==> src/rtl/router_pkg.sv <==
// Shared router types: cardinal directions, tile coordinates, tile transactions and the
// dimension-ordered (X then Y) route function.
package router_pkg;

   typedef enum logic [2:0] {
      NORTH = 3'd0,
      EAST  = 3'd1,
      SOUTH = 3'd2,
      WEST  = 3'd3,
      LOCAL = 3'd4
   } t_cardinal;

   typedef struct packed {
      logic [3:0] x;
      logic [3:0] y;
   } t_tile_id;

   typedef struct packed {
      logic [31:0] address;
      logic [31:0] data;
   } t_tile_trans;

   localparam int unsigned NumDirs = 5;

   // X is resolved fully before Y; equal coordinates terminate locally.
   function automatic t_cardinal xy_route(input t_tile_id dst, input t_tile_id own);
      if (dst.x > own.x) return EAST;
      if (dst.x < own.x) return WEST;
      if (dst.y > own.y) return NORTH;
      if (dst.y < own.y) return SOUTH;
      return LOCAL;
   endfunction

endpackage

==> src/rtl/router_in_dispatch_fifo.sv <==
// Small circular queue with registered, reset storage; the head is read straight from the
// storage array, so no input reaches rdata_o within a cycle.
module router_in_dispatch_fifo #(
   parameter int unsigned Width = 8,
   parameter int unsigned Depth = 2
) (
   input  logic             clk_i,
   input  logic             rst_ni,
   input  logic             push_i,
   input  logic             pop_i,
   input  logic [Width-1:0] wdata_i,
   output logic [Width-1:0] rdata_o,
   output logic             full_o,
   output logic             empty_o
);

   localparam int unsigned PtrW = (Depth > 1) ? $clog2(Depth) : 1;
   localparam int unsigned CntW = $clog2(Depth + 1);
   localparam logic [CntW-1:0] DepthC = CntW'(Depth);

   logic [Width-1:0] mem_q [Depth];
   logic [PtrW-1:0]  wr_ptr_q, rd_ptr_q;
   logic [CntW-1:0]  cnt_q, cnt_d;

   always_comb begin
      cnt_d = cnt_q;
      unique case ({push_i, pop_i})
         2'b10:   cnt_d = cnt_q + CntW'(1);
         2'b01:   cnt_d = cnt_q - CntW'(1);
         default: cnt_d = cnt_q;
      endcase
   end

   // Depth is a power of two, so pointer overflow is the modulo wrap.
   always_ff @(posedge clk_i or negedge rst_ni) begin
      if (!rst_ni) begin
         for (int unsigned i = 0; i < Depth; i++) mem_q[i] <= '0;
         wr_ptr_q <= '0;
         rd_ptr_q <= '0;
         cnt_q    <= '0;
      end else begin
         if (push_i) begin
            mem_q[wr_ptr_q] <= wdata_i;
            wr_ptr_q        <= wr_ptr_q + PtrW'(1);
         end
         if (pop_i) rd_ptr_q <= rd_ptr_q + PtrW'(1);
         cnt_q <= cnt_d;
      end
   end

   assign rdata_o = mem_q[rd_ptr_q];
   assign full_o  = (cnt_q == DepthC);
   assign empty_o = (cnt_q == '0);

endmodule

==> src/rtl/router_in_dispatch.sv <==
// Input-side dispatcher: queues incoming transactions with their XY route, presents the head
// to exactly one direction, drops U-turns with a pulse, and watches for a stalled head.
module router_in_dispatch
   import router_pkg::*;
#(
   parameter t_cardinal   PortDir    = LOCAL,
   parameter int unsigned BufDepth   = 2,
   parameter int unsigned StallLimit = 255
) (
   input  logic                 clk_i,
   input  logic                 rst_ni,
   input  t_tile_id             local_tile_id_i,
   input  logic                 in_req_valid_i,
   input  t_tile_trans          in_req_i,
   output logic                 in_ready_o,
   output t_tile_trans          out_req_o,
   output logic [NumDirs-1:0]   out_valid_o,
   input  logic [NumDirs-1:0]   out_ready_i,
   output logic                 err_uturn_o,
   output logic                 stall_alarm_o
);

   typedef struct packed {
      t_cardinal   route;
      t_tile_trans trans;
   } t_entry;

   localparam int unsigned EntryW  = $bits(t_tile_trans) + 3;
   localparam logic [15:0] StallLim = 16'(StallLimit);

   t_entry      wr_entry, head_entry;
   logic        push, pop, full, empty, head_valid, uturn;
   logic [15:0] stall_cnt_q, stall_cnt_d;
   logic        stall_alarm_q;

   assign wr_entry.route = xy_route(t_tile_id'(in_req_i.address[31:24]), local_tile_id_i);
   assign wr_entry.trans = in_req_i;

   assign in_ready_o = !full;
   assign push       = in_req_valid_i && in_ready_o;
   assign head_valid = !empty;

   // An entry routed back out of the port it arrived on is discarded at the head.
   assign uturn = head_valid && (PortDir != LOCAL) && (head_entry.route == PortDir);
   assign pop   = head_valid && (uturn || out_ready_i[head_entry.route]);

   router_in_dispatch_fifo #(
      .Width (EntryW),
      .Depth (BufDepth)
   ) u_fifo (
      .clk_i   (clk_i),
      .rst_ni  (rst_ni),
      .push_i  (push),
      .pop_i   (pop),
      .wdata_i (wr_entry),
      .rdata_o (head_entry),
      .full_o  (full),
      .empty_o (empty)
   );

   always_comb begin
      out_valid_o = '0;
      if (head_valid && !uturn) out_valid_o[head_entry.route] = 1'b1;
   end

   assign out_req_o   = head_entry.trans;
   assign err_uturn_o = uturn;

   always_comb begin
      stall_cnt_d = stall_cnt_q;
      if (!head_valid || pop)          stall_cnt_d = '0;
      else if (stall_cnt_q != 16'hFFFF) stall_cnt_d = stall_cnt_q + 16'd1;
   end

   always_ff @(posedge clk_i or negedge rst_ni) begin
      if (!rst_ni) begin
         stall_cnt_q   <= '0;
         stall_alarm_q <= 1'b0;
      end else begin
         stall_cnt_q   <= stall_cnt_d;
         stall_alarm_q <= stall_alarm_q | (stall_cnt_d >= StallLim);
      end
   end

   assign stall_alarm_o = stall_alarm_q;

endmodule

==> config.mk <==
export PLATFORM = sky130hd
export DESIGN_NAME = router_in_dispatch
export DESIGN_NICKNAME = d
export VERILOG_FILES = /design/src/rtl/router_pkg.sv /design/src/rtl/router_in_dispatch_fifo.sv /design/src/rtl/router_in_dispatch.sv
export SDC_FILE = /design/constraint.sdc
export NUM_CORES = 1
export LEC_CHECK = 0
export BUFFER_PORTS_ARGS = -buffer_cell sky130_fd_sc_hd__buf_2
export CORE_ASPECT_RATIO = 1.4
export CORE_MARGIN = 1.5
export CORE_UTILIZATION = 60
export CTS_BUF_LIST = sky130_fd_sc_hd__clkbuf_8
export DETAILED_ROUTE_END_ITERATION = 7
export GPL_ROUTABILITY_DRIVEN = 0
export PLACE_DENSITY_LB_ADDON = 0.15
export SETUP_SLACK_MARGIN = 0.15
export SLEW_MARGIN = 0
export SYNTH_ARGS = -nofsm -noshare
export SYNTH_HDL_FRONTEND = slang
export SYNTH_HIERARCHICAL = 1
export SYNTH_SLANG_ARGS = --single-unit
==> constraint.sdc <==
create_clock -name clk_i -period 5.25 [get_ports clk_i]
set_input_delay 1.05 -clock clk_i [delete_from_list [all_inputs] [get_ports clk_i]]
set_output_delay 1.05 -clock clk_i [all_outputs]
set_load 0.02 [all_outputs]
* After elaboration in Yosys (flattened, before gate mapping)
Index checks and enable logic that the tools add are counted.
** Word-level totals
- Register bits :: 155
- Input port bits :: 80
- Output and inout bits :: 72
- Word-level logic and storage cells :: 70
** Cells by class
- Add/sub/neg operators :: 5
- Order comparisons :: 10
- Equality and inequality tests :: 4
- Muxes and demuxes :: 32
- Bitwise gates (word level) :: 3
- Reduce and logical (&&, ||, !) cells :: 9
** Operators with widths (number)
- $mux W67 :: 4
- $bwmux W134 :: 1
- $demux W67 S1 :: 1
- $mux W16 :: 2
- $mux W3 :: 8
- $add A16 B1 Y16 const B :: 1
- $ge A16 B8 Y1 const B :: 1
- $ne A16 B16 Y1 const B :: 1
- $mux W1 :: 12
- $gt A4 B4 Y1 :: 2
- $lt A4 B4 Y1 :: 2
- $mux W5 :: 1
- $eq A2 B2 Y1 const B :: 2
- $ge A2 B2 Y1 const B :: 2
- $logic_and A1 B1 Y1 :: 4
- $lt A3 B4 Y1 const B :: 1
- $not A1 Y2 :: 2
- $pmux W2 S2 :: 1
- $bmux W1 S3 :: 1
- $demux W1 S3 :: 1
- $ge A3 B1 Y1 const B :: 1
- $add A1 B1 Y1 const B :: 2
- $add A2 B1 Y2 const B :: 1
- $eq A2 B1 Y1 const B :: 1
- other kinds (7) :: 8

* Longest topological paths before layout
- Depth in word-level cells :: 13
- Depth in mapped cells :: 11
- Gate-level depth less buffers :: 9

* Cells and area by module
Netlist, hierarchy kept.
** Modules (own cells, without submodules)
- router_in_dispatch_fifo :: instances 1, cells each 373, area each 5943.2 um^2, sequential area each 3453.3 um^2
- router_in_dispatch :: instances 1, cells each 166, area each 1368.8 um^2, sequential area each 425.4 um^2

* Worst setup path after synthesis
OpenSTA, ideal clock, no wires.
- Path type :: reg2out
- Start point :: reg u_fifo.rd_ptr_q
- End point :: out out_valid_o[4]
- Arrival time :: 1831 ps
- Required time :: 4200 ps
- Slack :: 2369 ps
- Stages on the path, launching flop included :: 5
- Path buffers :: 2
- Cells stage by stage :: dfrtp_1 -> clkbuf_1 -> buf_2 -> mux2_2 -> nor4b_1
** RTL lines
- from (decl) :: line router_in_dispatch_fifo.sv:22 : logic [PtrW-1:0] wr_ptr_q, rd_ptr_q;
- from (signal assigned) :: line router_in_dispatch_fifo.sv:46 : if (pop_i) rd_ptr_q <= rd_ptr_q + PtrW'(1);
- to (decl) :: line router_in_dispatch.sv:17 : output logic [NumDirs-1:0] out_valid_o,

==> reports/qor.yml <==
status:
  status: "complete, no violations"
timing:
  skew_ps: 10.3
  worst_slack_ps: 1710
  final_max_slew_viol_count: 0
  min_period_ps: 3540
  finalCritPeriodShare: 0.675
  final.setup.tns_ps: 0
  final_hold_viol_count: 0
  relSlewSlack: 0.312
  rsz0062_at_grt: "no"
  final-setup-viol-count: 0
  tightest_slew_ps: 1030
  fmax_mhz: 282
flow_run:
  cap_violations: 0
detailed_routing:
  via_per_inst: 5.64
  via_count: 4755
  drc: 0
  wl_per_cell_um: 17.3
  ant_nets: 0
  wirelength_um: 14600
  drt_iter0_drc: 158
  first_pass_iters: 6
logic_synthesis:
  syn_avg_cell_area_um2: 13.6
  synth_enable_flop_cells: 0
  synth_nets: 629
  synth_top_area_frac: 0.530
  synth_cells: 539
  yosysWarnings: 6
  synth.largest_area_cell: "dfrtp_1"
  synth-seq-area-share: 0.530
  yosysMostFrequentCell: "dfrtp_1"
  synth_common_cells: "dfrtp_1 (155), mux2_2 (141), mux2_1 (61)"
  ys_types: 45
  netlist_top_cells_area: "dfrtp_1 (53%), mux2_2 (22%), mux2_1 (9.4%)"
  syn_area_mm2: 0.00731
  async_reset_ff_frac: 1.00
  synth_flop_cell: "dfrtp_1"
  ys_ff_latch: 155
worst_setup_path:
  reg2reg_depth: 7
  critPathSlowestCell: "dfrtp_2"
  crit_type: "reg -> out"
  startpoint: "u_fifo/rd_ptr_q"
  crit_buf_inv: 2
  cp.arrival_ps: 2490
  startpoint_type: "register"
  crit_path_end_kind: "output port"
  crit_required_ps: 4200
  cp_max_fo: 35
  cp_slowest_stage_delay_ps: 930
  path_delay_family: "flip-flops"
  reg2reg_to: "stall_alarm_o"
  path_depth: 3
  r2r-start: "u_fifo/rd_ptr_q"
  r2r_slack_ps: 2280
  path_cells: "buf_4 > mux2_2 > buf_2"
final_layout:
  antennaDiodeCount: 0
  drive_above_1_share: 0.477
  multiInputGateArea_mm2: 0.00320
  nets: 774
  seq_area_mm2: 0.00388
  area_growth_syn_to_layout_pct: 16.9
  num-fill-cells: 874
power_and_ir_drop:
  ir_drop_uv: 390
  power.leakage_uw: 0.00386
  powerDensity_mw_per_mm2: 642
clock_tree:
  cts_tree: "yes"
  cts_buffers: 17
  clock_latency_ps: 440
  root_buffer: "clkbuf_8"
  cts-hold-fix-buffers: 0
  cts_resized: 0
  cts_buffer_depth: 2
  post_cts_buffers: 0
  path_clk_slew_ps: 80
  htree_levels: 4
  clock-sinks: 155
floorplanning:
  io_pins: 152
  rows: 47
  start_util: 0.616
  die_h_um: 134
  coreArea_mm2: 0.0119
  die_area_mm2: 0.0129
  fp.dieW_um: 96.3
placed_design:
  hpwl_um: 10100
  port_buffers: 150
  dpl_worst_slack_ps: 2170
global_route:
  grt_pass1_vias: 5263
  grt_antenna_before_repair: 0
  grt_overflow: 0
  track_usage: 0.244
  grt_pass1_wl_um: 23900
  grt_max_degree: 116
min_path:
  min_path_type: "reg -> reg"
  hold_depth: 1
  min_to: "u_fifo/mem_q[79]"
  hp-start: "u_fifo/mem_q[79]"
[kinds of logic after synthesis]
family,synth area share
AO/OA/AOI/OAI,0.0241
XOR/XNOR,0.0168
adder cells (fa/ha/maj),0.0171
buffers and inverters,0.0332
flip-flops,0.530
multiplexers,0.318
other,0.000513
AND/OR/NAND/NOR,0.0599
[final cells by class]
| class | instances | share of cell area |
|---|---|---|
| Clock inverter | 13 | 0.0206 |
| Timing Repair Buffer | 154 | 0.0935 |
| Tap cell | 147 | 0.0215 |
| Clock buffer | 18 | 0.0290 |
| Inverter | 17 | 0.00746 |
| Sequential cell | 155 | 0.454 |
| Multi-Input combinational cell | 339 | 0.374 |
[state kept, by name, indices dropped and copies added (netlist names)]
register,cells
u_fifo/rd_ptr_q,1
u_fifo/cnt_q,2
stall_alarm_o,1
u_fifo/wr_ptr_q,1
stall_cnt_q,16
u_fifo/mem_q,134
[report_power, final]
part           internal [µW]  switching [µW]
clock                    524             422
sequential              1740             347
combinational           1190            1270
[worst max path at each step]
stage	slack (ps)	endpoint
after floorplan	2370	out_valid_o[4]
after global placement	2200	u_fifo/mem_q[33]
after detailed placement	2170	out_req_o[59]
after CTS	1660	out_req_o[59]
after global routing	1570	out_req_o[26]
final	1710	out_req_o[28]
[through the flow]
step | instances | utilization | hold slack [ps] | total power, µW | cell area (µm²)
6_report | 843 | 0.720 | 486 | 5490 | 8550
5_1_grt | 843 | 0.720 | 508 | 5810 | 8550
4_1_cts | 843 | 0.720 | 490 | 5550 | 8550
3_5_place_dp | 812 | 0.684 | 471 | 4580 | 8130
3_3_place_gp | 812 | 0.684 | 463 | 4470 | 8130
2_1_floorplan | 539 | - | 454 | 3870 | 7310
[worst register-to-register path: stages (launching register included)]
cell      delay [ps]
dfrtp_2          930
mux2_2           490
mux2i_1          210
o22ai_1          110
o21ai_1          240
nand2b_1         430
a32oi_1          390
a41o_1           130
[routing by layer]
| metal | track usage | up-vias | part of all wire | routed length (µm) |
|---|---|---|---|---|
| met5 | 0 | - | 0 | 0 |
| met4 | 0.105 | 0 | 0.027 | 391 |
| met3 | 0.0565 | 38 | 0.046 | 666 |
| met2 | 0.441 | 148 | 0.54 | 7880 |
| met1 | 0.266 | 2354 | 0.39 | 5690 |
| li1 | - | 2215 | - | - |
[cell usage in the layout (no fill, tap or decap), types with 2 or more instances in the layout]
| master | Yosys | layout |
|---|---|---|
| ha_1 | 10 | 10 |
| clkinv_2 | 0 | 2 |
| bufinv_16 | 0 | 4 |
| inv_1 | 16 | 18 |
| nor3_1 | 10 | 10 |
| o21ai_0 | 5 | 5 |
| nand2_1 | 7 | 6 |
| nand4_1 | 8 | 8 |
| nor2_1 | 22 | 22 |
| o21ai_1 | 3 | 3 |
| buf_2 | 14 | 149 |
| or2_1 | 2 | 2 |
| buf_4 | 9 | 3 |
| clkbuf_8 | 0 | 18 |
| mux2_1 | 61 | 61 |
| dfrtp_1 | 155 | 154 |
| a211oi_1 | 2 | 2 |
| clkinvlp_4 | 0 | 4 |
| mux2i_1 | 5 | 5 |
| a21oi_1 | 8 | 8 |
| nor2b_1 | 6 | 6 |
| xor2_1 | 9 | 9 |
| xnor2_1 | 5 | 5 |
| nand2_2 | 1 | 2 |
| nor4_1 | 4 | 4 |
| nand3_1 | 5 | 5 |
| nand2b_1 | 6 | 6 |
| mux2_2 | 141 | 141 |
| and4_1 | 2 | 2 |
No activity file was read; power rests on OpenSTA's default activity.
